## src/rtl/mmio_io_responder_pkg.sv

```systemverilog
// Register map for the MMIO I/O responder: window width, byte offsets,
// the status bit position and address-decode helpers.
package io_map_pkg;

  localparam int unsigned WIN_BITS = 5;

  localparam logic [4:0] OFF_OPR1   = 5'h00;
  localparam logic [4:0] OFF_OPR2   = 5'h04;
  localparam logic [4:0] OFF_RESULT = 5'h08;
  localparam logic [4:0] OFF_STATUS = 5'h0C;
  localparam logic [4:0] OFF_CYCLE  = 5'h10;

  localparam int unsigned CHG_BIT = 0;

  // Word index within the window (byte offset >> 2)
  typedef enum logic [2:0] {
    REG_OPR1   = OFF_OPR1[4:2],
    REG_OPR2   = OFF_OPR2[4:2],
    REG_RESULT = OFF_RESULT[4:2],
    REG_STATUS = OFF_STATUS[4:2],
    REG_CYCLE  = OFF_CYCLE[4:2],
    REG_RSVD5  = 3'd5,
    REG_RSVD6  = 3'd6,
    REG_RSVD7  = 3'd7
  } reg_idx_e;

  function automatic logic in_window(input logic [31:0] addr, input logic [31:0] base);
    return addr[31:WIN_BITS] == base[31:WIN_BITS];
  endfunction

  function automatic reg_idx_e reg_idx(input logic [31:0] addr);
    return reg_idx_e'(addr[WIN_BITS-1:2]);
  endfunction

endpackage

```

## src/rtl/mmio_io_responder_if.sv

```systemverilog
// DMEM-side load/store bus between the Core (master) and the responder (slave).
interface mmio_io_responder_if;
  logic        we;
  logic [31:0] ask_addr;
  logic [31:0] fetch_addr;
  logic [31:0] wdata;
  logic [31:0] rdata;
  logic        hit;

  modport master (output we, ask_addr, fetch_addr, wdata, input rdata, hit);
  modport slave  (input we, ask_addr, fetch_addr, wdata, output rdata, hit);
endinterface

```

## src/rtl/mmio_io_responder_debounce.sv

```systemverilog
// io_debounce: 2-flop synchronizer followed by a stability counter. A new
// synced value is accepted into db only after DEBOUNCE_CYCLES consecutive
// cycles of differing from db; chg_pulse marks the accepting edge.
module io_debounce #(
  parameter int unsigned W               = 8,
  parameter int unsigned DEBOUNCE_CYCLES = 4
) (
  input  logic         clk,
  input  logic         resetn,
  input  logic [W-1:0] din,
  output logic [W-1:0] db,
  output logic         chg_pulse
);

  localparam logic [15:0] LAST = 16'(DEBOUNCE_CYCLES - 1);

  logic [W-1:0] s1;
  logic [W-1:0] syn;
  logic [15:0]  cnt;

  // Two-stage synchronizer for the asynchronous switch inputs
  always_ff @(posedge clk or negedge resetn) begin
    if (!resetn) begin
      s1  <= '0;
      syn <= '0;
    end else begin
      s1  <= din;
      syn <= s1;
    end
  end

  // Pulse is combinational so the status flag sets on the same edge db updates
  always_comb chg_pulse = (syn != db) && (cnt == LAST);

  // Stability counter and accepted value
  always_ff @(posedge clk or negedge resetn) begin
    if (!resetn) begin
      cnt <= '0;
      db  <= '0;
    end else if (syn == db) begin
      cnt <= '0;
    end else if (cnt == LAST) begin
      db  <= syn;
      cnt <= '0;
    end else begin
      cnt <= cnt + 16'd1;
    end
  end

endmodule

```

## src/rtl/mmio_io_responder.sv

```systemverilog
// mmio_io_responder: 32-byte MMIO window on the Core's DMEM bus exposing
// debounced operand switches, a writable result register, a W1C change flag
// and (when IO_CYCLE_COUNTER_EN is defined) a free-running cycle counter.
// Reads are combinational from fetch_addr; writes commit on the clock edge.
module mmio_io_responder
  import io_map_pkg::*;
#(
  parameter logic [31:0] BASE_ADDR       = 32'h0000_1000,
  parameter int unsigned DEBOUNCE_CYCLES = 4
) (
  input  logic                 clk,
  input  logic                 resetn,
  mmio_io_responder_if.slave   bus,
  input  logic [7:0]           opr1,
  input  logic [7:0]           opr2,
  output logic [15:0]          result
);

  logic [7:0] opr1_db;
  logic [7:0] opr2_db;
  logic       chg1_pulse;
  logic       chg2_pulse;
  logic       chg;
  logic       rd_hit;
  logic       wr_hit;
  reg_idx_e   rd_idx;
  reg_idx_e   wr_idx;
  logic [31:0] rdata_c;

`ifdef IO_CYCLE_COUNTER_EN
  logic [31:0] cycle;
`endif

  logic unused_bits;
  assign unused_bits = ^{bus.ask_addr[1:0], bus.fetch_addr[1:0], bus.wdata[31:16]};

  io_debounce #(.W(8), .DEBOUNCE_CYCLES(DEBOUNCE_CYCLES)) u_db_opr1 (
    .clk       (clk),
    .resetn    (resetn),
    .din       (opr1),
    .db        (opr1_db),
    .chg_pulse (chg1_pulse)
  );

  io_debounce #(.W(8), .DEBOUNCE_CYCLES(DEBOUNCE_CYCLES)) u_db_opr2 (
    .clk       (clk),
    .resetn    (resetn),
    .din       (opr2),
    .db        (opr2_db),
    .chg_pulse (chg2_pulse)
  );

  // Address decode: reads on fetch_addr, writes on ask_addr
  always_comb begin
    rd_hit = in_window(bus.fetch_addr, BASE_ADDR);
    wr_hit = bus.we && in_window(bus.ask_addr, BASE_ADDR);
    rd_idx = reg_idx(bus.fetch_addr);
    wr_idx = reg_idx(bus.ask_addr);
  end

  // Result register written through offset 0x08
  always_ff @(posedge clk or negedge resetn) begin
    if (!resetn) begin
      result <= '0;
    end else if (wr_hit && wr_idx == REG_RESULT) begin
      result <= bus.wdata[15:0];
    end
  end

  // Change flag: set from either bank, W1C at offset 0x0C, set has priority
  always_ff @(posedge clk or negedge resetn) begin
    if (!resetn) begin
      chg <= 1'b0;
    end else if (chg1_pulse || chg2_pulse) begin
      chg <= 1'b1;
    end else if (wr_hit && wr_idx == REG_STATUS && bus.wdata[CHG_BIT]) begin
      chg <= 1'b0;
    end
  end

`ifdef IO_CYCLE_COUNTER_EN
  // Free-running cycle counter, loadable via offset 0x10
  always_ff @(posedge clk or negedge resetn) begin
    if (!resetn) begin
      cycle <= '0;
    end else if (wr_hit && wr_idx == REG_CYCLE) begin
      cycle <= bus.wdata;
    end else begin
      cycle <= cycle + 32'd1;
    end
  end
`endif

  // Zero-latency read mux; unmapped offsets and misses read zero
  always_comb begin
    rdata_c = '0;
    if (rd_hit) begin
      case (rd_idx)
        REG_OPR1:   rdata_c = {24'b0, opr1_db};
        REG_OPR2:   rdata_c = {24'b0, opr2_db};
        REG_RESULT: rdata_c = {16'b0, result};
        REG_STATUS: rdata_c[CHG_BIT] = chg;
`ifdef IO_CYCLE_COUNTER_EN
        REG_CYCLE:  rdata_c = cycle;
`endif
        default:    rdata_c = '0;
      endcase
    end
  end

  assign bus.rdata = rdata_c;
  assign bus.hit   = rd_hit;

endmodule

```

## src/flat_wrapper.sv

```systemverilog
// flat-port wrapper written by rule: the top's interface ports become plain ports
module mmio_io_responder_flat import io_map_pkg::*;
#(
  parameter logic [31:0] BASE_ADDR       = 32'h0000_1000,
  parameter int unsigned DEBOUNCE_CYCLES = 4
)
  (clk, resetn, opr1, opr2, result, bus_we, bus_ask_addr, bus_fetch_addr, bus_wdata, bus_rdata, bus_hit);
  mmio_io_responder_if bus_i ();
  input  logic clk;
  input  logic resetn;
  input  logic [7:0] opr1;
  input  logic [7:0] opr2;
  output logic [15:0] result;
  input wire logic [$bits(bus_i.we)-1:0] bus_we;
  input wire logic [$bits(bus_i.ask_addr)-1:0] bus_ask_addr;
  input wire logic [$bits(bus_i.fetch_addr)-1:0] bus_fetch_addr;
  input wire logic [$bits(bus_i.wdata)-1:0] bus_wdata;
  output wire logic [$bits(bus_i.rdata)-1:0] bus_rdata;
  output wire logic [$bits(bus_i.hit)-1:0] bus_hit;
  assign bus_i.we = bus_we;
  assign bus_i.ask_addr = bus_ask_addr;
  assign bus_i.fetch_addr = bus_fetch_addr;
  assign bus_i.wdata = bus_wdata;
  assign bus_rdata = bus_i.rdata;
  assign bus_hit = bus_i.hit;
  mmio_io_responder #(.BASE_ADDR(BASE_ADDR), .DEBOUNCE_CYCLES(DEBOUNCE_CYCLES)) u_core (.clk(clk), .resetn(resetn), .bus(bus_i), .opr1(opr1), .opr2(opr2), .result(result));
endmodule
```

## config.mk

```make
export PLATFORM = sky130hd
export DESIGN_NAME = mmio_io_responder_flat
export DESIGN_NICKNAME = d
export VERILOG_FILES = /design/src/rtl/mmio_io_responder_pkg.sv /design/src/rtl/mmio_io_responder_if.sv /design/src/rtl/mmio_io_responder_debounce.sv /design/src/rtl/mmio_io_responder.sv /design/src/flat_wrapper.sv
export SDC_FILE = /design/constraint.sdc
export NUM_CORES = 1
export LEC_CHECK = 0
export BUFFER_PORTS_ARGS = -buffer_cell sky130_fd_sc_hd__buf_2
export CELL_PAD_IN_SITES_DETAIL_PLACEMENT = 1
export CELL_PAD_IN_SITES_GLOBAL_PLACEMENT = 1
export CORE_AREA = 3 3 112 114
export CTS_CLUSTER_SIZE = 28
export DETAILED_ROUTE_END_ITERATION = 10
export DIE_AREA = 0 0 115 117
export PLACE_DENSITY = 0.85
export SLEW_MARGIN = 10
export SYNTH_ARGS = -nofsm -noshare
export SYNTH_HDL_FRONTEND = slang
export SYNTH_SLANG_ARGS = --single-unit
```

## constraint.sdc

```tcl
create_clock -name clk -period 5.6 [get_ports clk]
set_input_delay 1.12 -clock clk [delete_from_list [all_inputs] [get_ports clk]]
set_output_delay 1.12 -clock clk [all_outputs]
set_load 0.02 [all_outputs]
```

==> flow_summary.toml <==
[run_status]
status = "finished clean"

[critical_path]
critPathSlowestCell = "nor3_1"
start_kind = "input pin"
criticalPathCategory = "in2out"
path_cells = "buf_2 > nor4b_1 > nand4_1 > nor3_1 > and3_1 > buf_2"
endpoint_kind = "output port"
r2r-start = "u_core.u_db_opr1.cnt[0]"
r2r_end = "u_core.u_db_opr1.db[0]"
rrSetupSlack_ps = 3600
cpMostUsedCell = "buf_2"
rr_worst_depth = 5
critPathLaunch = "bus_fetch_addr[6]"
max_stage_delay_ps = 740
critical_path_arrival_ps = 2970
path_max_fanout = 9
critPathCapture = "bus_rdata[12]"
required_ps = 4480

[global_routing]
grt_pass1_vias = 3565
grt_max_degree = 58
grtUsageTotal_pct = 17.3
grt_pass1_wl_um = 18100
grt_overflow = 0
antenna_found_initial = 0

[timing]
period_minus_slack_ps = 4090
hold_viol = 0
rsz0062_at_grt = "no"
worst_slew_pin_slew_ps = 1070
min_period_over_period_pct = 73.0
finalSetupViolCount = 0
finalMaxSlewViolations = 0
skew_ps = 9.56
fmax_ghz = 0.245
finalSetupTns_ps = 0
slew_headroom_pct = 28.3

[place]
place_congestion = 0.838
portBuffers = 127
place_area_mm2 = 0.00509
dpl.hpwl_um = 8580

[clock_network]
cts_tree = "yes"
numCtsBuffers = 9
cts_sinks = 97
cts_root_buf = "clkbuf_16"
insertion_delay_ps = 350
htree_levels = 3
clk_pin_slew_ps = 70
cts_resized = 0
postCtsSetupBuffers = 0
clk_path_buf_depth = 2
holdBufCountCts = 0

[synthesis]
yosysUniqueCellTypes = 40
syn_inst = 377
synth-seq-cells = 97
async_flop_share_pct = 100
synthesis.area_mm2 = 0.00437
synth-edff-count = 0
synth-main-ff-cell = "dfrtp_1"
ys.warnings.count = 0
avgSynthCellArea_um2 = 11.6
yosysSeqAreaShare_pct = 55.5

[floorplanning]
die_w_um = 115
core_mm2 = 0.0115
initial_core_util_pct = 38.0
io_pins = 164
dieArea_mm2 = 0.0135
rows = 39
fp.dieH_um = 117

[job]
drv_cap = 0

[layout]
area_delta_synth_final_pct = 23.5
fin_nets = 623
utilization_pct = 46.9
antenna_cells = 0
layout-drive-gt1-share_pct = 35.8
final_area_mm2 = 0.00540

[routing]
vias_per_cell = 5.12
route.detailed.drc = 0
num_vias = 3349
drt_wl_total_um = 11300
drt-pass1-iter-count = 4
initialDrtViolationCount = 56
antenna_left = 0
wire_per_inst_um = 17.3

[hold_path]
min_path_type = "reg2reg"

[pwr]
p_leak_nw = 2.59
powerDensity_mw_per_mm2 = 332
vdd_drop_max_mv = 0.250
kinds of logic (layout without fill, tap and decap cells):
logic type,count (synthesis),in the layout,synth area share (%)
mux,40,40,10.1
fa+ha+maj,2,2,0.572
xor+xnor,41,41,8.21
simple gates,145,145,18.4
flops,97,97,55.5
other cells,1,16,0.0858
buf+inv,30,149,4.18
compound gates,21,21,2.95
worst min-delay path by stage:
stage | from | endpoint | slack [ps] | cells past startpoint
2_1_floorplan | u_core.u_db_opr1.s1[0] | u_core.u_db_opr1.syn[0] | 330 | 0
3_3_place_gp | u_core.u_db_opr1.s1[7] | u_core.u_db_opr1.syn[7] | 330 | 0
3_5_place_dp | u_core.u_db_opr1.s1[5] | u_core.u_db_opr1.syn[5] | 340 | 0
4_1_cts | u_core.u_db_opr2.s1[2] | u_core.u_db_opr2.syn[2] | 350 | 0
5_1_grt | u_core.u_db_opr1.s1[6] | u_core.u_db_opr1.syn[6] | 370 | 0
6_report | u_core.u_db_opr1.s1[5] | u_core.u_db_opr1.syn[5] | 350 | 0
cells in the final DEF, fill, tap and decap left out, types with 2 or more instances in the layout:
| cell | count |
|---|---|
| a21oi_1 | 4 |
| ha_1 | 2 |
| mux2i_1 | 8 |
| nand3_1 | 12 |
| o21ai_0 | 11 |
| buf_2 | 126 |
| nand2_1 | 18 |
| xnor2_1 | 35 |
| nor4b_1 | 2 |
| dfrtp_1 | 97 |
| conb_1 | 16 |
| clkinv_4 | 2 |
| and4_1 | 2 |
| nor4_1 | 22 |
| nand4_1 | 14 |
| o21ba_2 | 2 |
| or3_1 | 3 |
| inv_8 | 3 |
| nor2b_1 | 3 |
| buf_4 | 2 |
| xor2_1 | 6 |
| nor2_1 | 34 |
| nor3_1 | 8 |
| mux2_2 | 32 |
| inv_1 | 5 |
| nor3b_1 | 2 |
| and3_1 | 10 |
| and2_1 | 7 |
| clkbuf_16 | 9 |
Yosys cell counts (3+ instances only):
master / instances / area share, %
o21ai_0: 11 / 1.3
inv_1: 5 / 0.43
nand4_1: 14 / 2.0
nand3_1: 12 / 1.4
nor3_1: 8 / 0.92
nor4_1: 22 / 3.1
xor2_1: 6 / 1.2
nor2b_1: 3 / 0.43
xnor2_1: 35 / 7.0
dfrtp_1: 97 / 56
nand2_1: 18 / 1.5
a21oi_1: 4 / 0.46
mux2i_1: 8 / 1.8
or3_1: 3 / 0.43
clkbuf_1: 5 / 0.43
buf_4: 16 / 2.7
and2_1: 7 / 1.0
and3_1: 10 / 1.4
nor2_1: 34 / 2.9
mux2_2: 32 / 8.2
layer usage:
layer | track usage, % | share of wire, % | vias to the layer above
met2 | 32.4 | 54 | 82
met1 | 19.5 | 40 | 1696
met5 | 0 | 0 | -
met4 | 6.03 | 1.7 | 0
met3 | 3.55 | 4.3 | 18
li1 | - | - | 1553
registers in the layout (all words and copies together), names as in the netlist:
signal,flops
u_core.u_db_opr2.s1,8
u_core.chg,1
u_core.u_db_opr1.db,8
u_core.u_db_opr1.cnt,16
u_core.u_db_opr1.s1,8
u_core.result,16
u_core.u_db_opr2.syn,8
u_core.u_db_opr2.cnt,16
u_core.u_db_opr1.syn,8
u_core.u_db_opr2.db,8
metrics by stage:
step                      std cells  power [mW]  hold slack (ps)  setup WS [ps]
after floorplan                 392        1.08              331           2090
after global placement          638        1.16              332           1620
after detailed placement        638        1.19              336           1500
after CTS                       654        1.81              352           1490
after global routing            654        1.89              366           1310
final                           654        1.80              351           1510
worst max-delay path: cells and delay by family:
family | cells | cell delay, ps
AND/OR/NAND/NOR | 4 | 1580
buffers and inverters | 2 | 270
final cells by class:
class | instances | area, µm²
multi-input combinational | 265 | 1820
clock inverter | 6 | 67.6
timing repair buffer | 128 | 646
sequential | 97 | 2430
clock buffer | 10 | 239
inverter | 5 | 18.8
tap | 143 | 179
fill | 1294 | 6120
power breakdown:
part           switching (mW)  leakage, nW  internal, mW
sequential              0.115         1.23         0.797
clock                   0.288        0.151         0.328
combinational           0.120         1.20         0.147
total                   0.523         2.59          1.27
Power figures use the tool's default switching activity.
